`src/rtl/axi4_rrch_sender_burst.sv`:
```
// AXI4 R-channel sender: forwards upstream R bursts and inserts queued error bursts
// for dropped read transactions, only at upstream burst boundaries.
module axi4_rrch_sender_burst #(
  parameter int unsigned C_AXI_DATA_WIDTH  = 32,
  parameter int unsigned C_AXI_ID_WIDTH    = 4,
  parameter int unsigned C_AXI_USER_WIDTH  = 4,
  parameter int unsigned C_DROP_FIFO_DEPTH = 4
) (
  input  logic                                       axi4_aclk,
  input  logic                                       axi4_arstn,

  input  logic                                       trans_drop,
  output logic                                       trans_drop_ready,
  input  logic [C_AXI_ID_WIDTH-1:0]                  trans_id,
  input  logic [7:0]                                 trans_len,
  input  logic                                       trans_decerr,
  output logic [$clog2(C_DROP_FIFO_DEPTH+1)-1:0]     drop_count,
  output logic                                       drop_busy,

  output logic [C_AXI_ID_WIDTH-1:0]                  s_axi4_rid,
  output logic [C_AXI_DATA_WIDTH-1:0]                s_axi4_rdata,
  output logic [1:0]                                 s_axi4_rresp,
  output logic                                       s_axi4_rlast,
  output logic [C_AXI_USER_WIDTH-1:0]                s_axi4_ruser,
  output logic                                       s_axi4_rvalid,
  input  logic                                       s_axi4_rready,

  input  logic [C_AXI_ID_WIDTH-1:0]                  m_axi4_rid,
  input  logic [C_AXI_DATA_WIDTH-1:0]                m_axi4_rdata,
  input  logic [1:0]                                 m_axi4_rresp,
  input  logic                                       m_axi4_rlast,
  input  logic [C_AXI_USER_WIDTH-1:0]                m_axi4_ruser,
  input  logic                                       m_axi4_rvalid,
  output logic                                       m_axi4_rready
);

  localparam int unsigned CntW = $clog2(C_DROP_FIFO_DEPTH + 1);
  localparam int unsigned PtrW = $clog2(C_DROP_FIFO_DEPTH);

  typedef enum logic [1:0] {StIdle, StPass, StDrop} state_e;

  state_e state_q, state_d;
  logic [7:0] cnt_q, cnt_d;

  logic [C_AXI_ID_WIDTH-1:0] fifo_id_q  [C_DROP_FIFO_DEPTH];
  logic [7:0]                fifo_len_q [C_DROP_FIFO_DEPTH];
  logic                      fifo_dec_q [C_DROP_FIFO_DEPTH];

  logic [PtrW-1:0] wr_ptr_q, rd_ptr_q, rd_ptr_nxt;
  logic [CntW-1:0] count_q, count_d;
  logic            fifo_empty, fifo_full;
  logic            push, pop;

  logic [C_AXI_ID_WIDTH-1:0] head_id;
  logic [7:0]                head_len, next_len;
  logic                      head_dec;

  assign fifo_empty       = (count_q == '0);
  assign fifo_full        = (count_q == CntW'(C_DROP_FIFO_DEPTH));
  assign trans_drop_ready = ~fifo_full;
  assign drop_count       = count_q;
  assign push             = trans_drop & trans_drop_ready;

  assign rd_ptr_nxt = rd_ptr_q + PtrW'(1);
  assign head_id    = fifo_id_q[rd_ptr_q];
  assign head_len   = fifo_len_q[rd_ptr_q];
  assign head_dec   = fifo_dec_q[rd_ptr_q];
  assign next_len   = fifo_len_q[rd_ptr_nxt];

  // Entry storage needs no reset: only slots below count_q are ever read.
  always_ff @(posedge axi4_aclk) begin
    if (push) begin
      fifo_id_q[wr_ptr_q]  <= trans_id;
      fifo_len_q[wr_ptr_q] <= trans_len;
      fifo_dec_q[wr_ptr_q] <= trans_decerr;
    end
  end

  always_comb begin
    count_d = count_q;
    if (push && !pop) begin
      count_d = count_q + CntW'(1);
    end else if (pop && !push) begin
      count_d = count_q - CntW'(1);
    end
  end

  always_comb begin
    state_d       = state_q;
    cnt_d         = cnt_q;
    pop           = 1'b0;
    drop_busy     = 1'b0;
    s_axi4_rid    = m_axi4_rid;
    s_axi4_rdata  = m_axi4_rdata;
    s_axi4_rresp  = m_axi4_rresp;
    s_axi4_rlast  = m_axi4_rlast;
    s_axi4_ruser  = m_axi4_ruser;
    s_axi4_rvalid = m_axi4_rvalid;
    m_axi4_rready = s_axi4_rready;

    unique case (state_q)
      StIdle: begin
        // Upstream wins when both are pending.
        if (m_axi4_rvalid) begin
          if (s_axi4_rready && !m_axi4_rlast) begin
            state_d = StPass;
          end
        end else if (!fifo_empty) begin
          state_d = StDrop;
          cnt_d   = head_len;
        end
      end

      StPass: begin
        if (m_axi4_rvalid && s_axi4_rready && m_axi4_rlast) begin
          if (!fifo_empty) begin
            state_d = StDrop;
            cnt_d   = head_len;
          end else begin
            state_d = StIdle;
          end
        end
      end

      StDrop: begin
        drop_busy     = 1'b1;
        s_axi4_rvalid = 1'b1;
        m_axi4_rready = 1'b0;
        s_axi4_rid    = head_id;
        s_axi4_rdata  = '0;
        s_axi4_ruser  = '0;
        s_axi4_rresp  = head_dec ? 2'b11 : 2'b10;
        s_axi4_rlast  = (cnt_q == 8'd0);
        if (s_axi4_rready) begin
          if (cnt_q != 8'd0) begin
            cnt_d = cnt_q - 8'd1;
          end else begin
            pop = 1'b1;
            // Chain straight into the next queued burst only if upstream is quiet.
            if (count_q > CntW'(1) && !m_axi4_rvalid) begin
              state_d = StDrop;
              cnt_d   = next_len;
            end else begin
              state_d = StIdle;
            end
          end
        end
      end

      default: state_d = StIdle;
    endcase
  end

  always_ff @(posedge axi4_aclk or negedge axi4_arstn) begin
    if (!axi4_arstn) begin
      state_q  <= StIdle;
      cnt_q    <= 8'd0;
      count_q  <= '0;
      wr_ptr_q <= '0;
      rd_ptr_q <= '0;
    end else begin
      state_q <= state_d;
      cnt_q   <= cnt_d;
      count_q <= count_d;
      if (push) begin
        wr_ptr_q <= wr_ptr_q + PtrW'(1);
      end
      if (pop) begin
        rd_ptr_q <= rd_ptr_nxt;
      end
    end
  end

endmodule

```
`config.mk`:
```
export PLATFORM = sky130hd
export DESIGN_NAME = axi4_rrch_sender_burst
export DESIGN_NICKNAME = d
export VERILOG_FILES = /design/src/rtl/axi4_rrch_sender_burst.sv
export SDC_FILE = /design/constraint.sdc
export NUM_CORES = 1
export LEC_CHECK = 0
export ABC_AREA = 1
export BUFFER_PORTS_ARGS = -buffer_cell sky130_fd_sc_hd__buf_2
export CAP_MARGIN = 20
export CELL_PAD_IN_SITES_DETAIL_PLACEMENT = 1
export CELL_PAD_IN_SITES_GLOBAL_PLACEMENT = 1
export CORE_MARGIN = 4
export CORE_UTILIZATION = 38
export CTS_CLUSTER_DIAMETER = 200
export DETAILED_ROUTE_END_ITERATION = 8
export PLACE_DENSITY_LB_ADDON = 0.08
export SYNTH_ARGS = -nofsm -noshare
export SYNTH_HDL_FRONTEND = slang
export SYNTH_SLANG_ARGS = --single-unit
```
`constraint.sdc`:
```
create_clock -name axi4_aclk -period 2.6 [get_ports axi4_aclk]
set_input_delay 0.52 -clock axi4_aclk [delete_from_list [all_inputs] [get_ports axi4_aclk]]
set_output_delay 0.52 -clock axi4_aclk [all_outputs]
set_load 0.05 [all_outputs]
```
==> impl_results.md <==
- Cts bufs inserted: 9
- Worst EP required: 2.08 ns
- Largest net degree at the start of global routing: 48
- #FFs+latches synth: 69
- Max rail drop VDD: 0.5493 mV
- Ant. Diodes: 0
- Setup violations, final: 0
- # fillers: roughly 1300
- Worst hold path type: input port to async pin
- Iteration-0 DRC Markers: 134
- Overall Power: 6.057 mW
- First-pass GRT wire length: 18930 um
- Kind of critical path: flip-flop to primary output
- Max Transition Viols Final: 0
- Placed cell areas: 4756 sq um
- Sequential element share of the synthesized area: between 40% and 50%
- P&R area growth vs syn: 23.00%
- Setup crit end kind: primary output
- Reg area: roughly 2000 sq um
- IO Port Bufs: 110
- Clock latency on the worst-skew pair: 0.34 ns
- Minimum clock period: 2.340 ns
- Worst path max stage delay: 0.59 ns
- Clock Skew: 0.008269 ns
- TritonCTS clock tree: yes
- DRT antenna net count: 0
- Nets: 701
- Placed cell count: between 700 and 800
- TritonRoute pass-1 iters: 4
- Synth cell types: 29
- Yosys warnings: 0
- Worst path cell trace: buf_4, nor2_1, nor2_1, o21ai_0, a31oi_1, buf_2
- GRT Total Usage: 18.71%
- Clock transition at path regs: 0.09 ns
- Root Buffer: clkbuf_8
- Worst Tran Pin Value: 0.4653 ns
- Cells after synthesis: 512
- Design area: 4951 sq um
- P_leak: approximately 2.6 nW
- Layout cells sized above 1: 25.55%
- Vias in the first global route: just under 4000
- IO Count: around 110
- Clock Sinks: 69
- Area of the multi-input gates: roughly 1600 sq um
- Initial antenna violation count: 0
- Setup crit start kind: flip-flop
- DR vias: between 3000 and 4000
- Num rows: 37
- Most frequent cells in the layout: nand2_1, buf_2, nor2_1, inv_1, edfxtp_1
- Avg WL per Cell: approximately 15 um
- CTS HTree Levels: 3
- Die X: 110.9 um
- Peak Freq: 427.3 MHz
- RSZ-0062 raised after global routing: no
- Core area: 10320 sq um
- Outcome: complete, no violations
- Fin crit share: 90.01%
- Synth Cell Area: 4025 sq um
- Routed Wire Length: 11170 um
- Most common cell after layout, fill and taps aside: nand2_1
- DRC: 0
- PwrDens: 1223 nW/um^2
- Die ar.: 12300 sq um
- Slew HR: 68.98%
- Clock buffer depth: 2
- Vias per inst: 4.749
- Synth Net Count: 584
- Grt ovf: 0
- Starting Density: 38.99%
- Final Non-Filler Cells: between 700 and 800
- Worst-path fanout max: 10
- Critical Path Most Common Cell: nor2_1
- CTS Hold Buffers Added: 0
- Final Hold Viols: 0
- Slowest-stage cell, CP: dfrtp_1
- Setup bufs post-CTS: 0
- Die Y: 110.9 um
- GPL Wtd Cong: around 0.77
- Final HPWL DP: 8523 um
- Post-cts sizing count: 0
- Synthesized area per cell: roughly 7.9 sq um
- Max cap viols: 0
- Worst path arrival time: 1.82 ns
-- cells in the mapped netlist --
| library cell | number | area [sq um] |
|---|---|---|
| buf_4 | 5 | 37.54 |
| or2_2 | 1 | 6.260 |
| nor2_1 | 95 | 356.6 |
| a22oi_1 | 1 | 7.510 |
| nor2_2 | 2 | 12.51 |
| edfxtp_1 | 52 | 1562 |
| nand3_1 | 26 | 130.1 |
| nor2_4 | 4 | 45.04 |
| o211ai_1 | 3 | 22.52 |
| ha_1 | 11 | 137.6 |
| buf_2 | 11 | 55.05 |
| a21oi_1 | 5 | 25.02 |
| inv_2 | 5 | 18.77 |
| o21bai_1 | 1 | 7.510 |
| o21ai_1 | 2 | 10.01 |
| a31oi_1 | 5 | 31.28 |
| nand2_2 | 6 | 37.54 |
| inv_1 | 77 | 289.0 |
| nand2_1 | 139 | 521.8 |
| nand3b_1 | 1 | 7.510 |
| nor2_8 | 1 | 20.02 |
| nand2_4 | 2 | 22.52 |
| o21ai_0 | 29 | 145.1 |
| xnor2_1 | 1 | 8.760 |
| xor2_1 | 5 | 43.79 |
| nand4_1 | 2 | 12.51 |
| dfrtp_1 | 17 | 425.4 |
| inv_4 | 1 | 6.260 |
| nand3_2 | 2 | 20.02 |
-- registers in the layout, summed over array words and instances, names as in the netlist --
signal      cells
cnt_q           8
drop_count      3
fifo_dec_q      4
fifo_id_q      16
fifo_len_q     32
rd_ptr_q        2
state_q         2
wr_ptr_q        2
-- path summary, 6_finish.rpt --
check                       startpoint         endpoint  slack (ns)  depth (start not counted)
setup / recovery           rd_ptr_q[0]    s_axi4_rid[1]        0.26                          6
max in group asynchronous   axi4_arstn      rd_ptr_q[0]        2.16                          1
setup reg to reg              cnt_q[0]    drop_count[2]        0.41                         12
min in group axi4_aclk     trans_id[3]  fifo_id_q[2][3]        0.38                          1
hold reg to reg               cnt_q[0]         cnt_q[0]        0.54                          2
hold / removal              axi4_arstn         cnt_q[7]        0.11                          1
-- metal layers --
layer  GRT usage [%]  routed length (um)
met1           24.02                4933
met2           32.65                5555
met3           3.275                 562
met4           4.762                 119
met5               0                   0
-- kinds of logic after synthesis --
family	synth area share, %
simple gates	29.62
fa+ha+maj	3.419
compound gates	6.186
xor+xnor	1.306
flops	49.36
buf+inv	10.10
-- layout make-up --
type / count / share of cell area (%)
sequential: 69 / 40.13
multi-input combinational: 344 / 32.95
timing repair buffer: 122 / 13.19
inverter: 83 / 6.343
tap: 136 / 3.437
clock buffer: 9 / 2.502
clock inverter: 7 / 1.440
-- power breakdown --
part           leakage [nW]  switching [mW]  total (mW)  internal, mW
Sequential            0.681           0.223        1.72          1.50
Clock                 0.102           0.484       0.865         0.381
Combinational          1.78            2.52        3.47         0.949
-- worst max-delay path, delay by kind of cell, from the launching register on --
kind | cells | cell delay, ns
compound gates | 2 | 0.25
buf+inv | 2 | 0.51
flops | 1 | 0.59
simple gates | 2 | 0.12
-- through the flow --
| stage | hold slack, ns | worst slack [ns] | utilization, % | TNS (ns) |
|---|---|---|---|---|
| after global routing | 0.1363 | 0.02911 | 47.96 | 0 |
| after floorplan | 0.2244 | -0.09253 | - | -4.812 |
| final | 0.1146 | 0.2598 | 47.96 | 0 |
| after global placement | 0.4916 | 0.5160 | 46.07 | 0 |
| after CTS | 0.1124 | 0.2320 | 47.96 | 0 |
| after detailed placement | 0.4975 | 0.4063 | 46.07 | 0 |
Note: power is estimated with default switching activity, not from simulation.
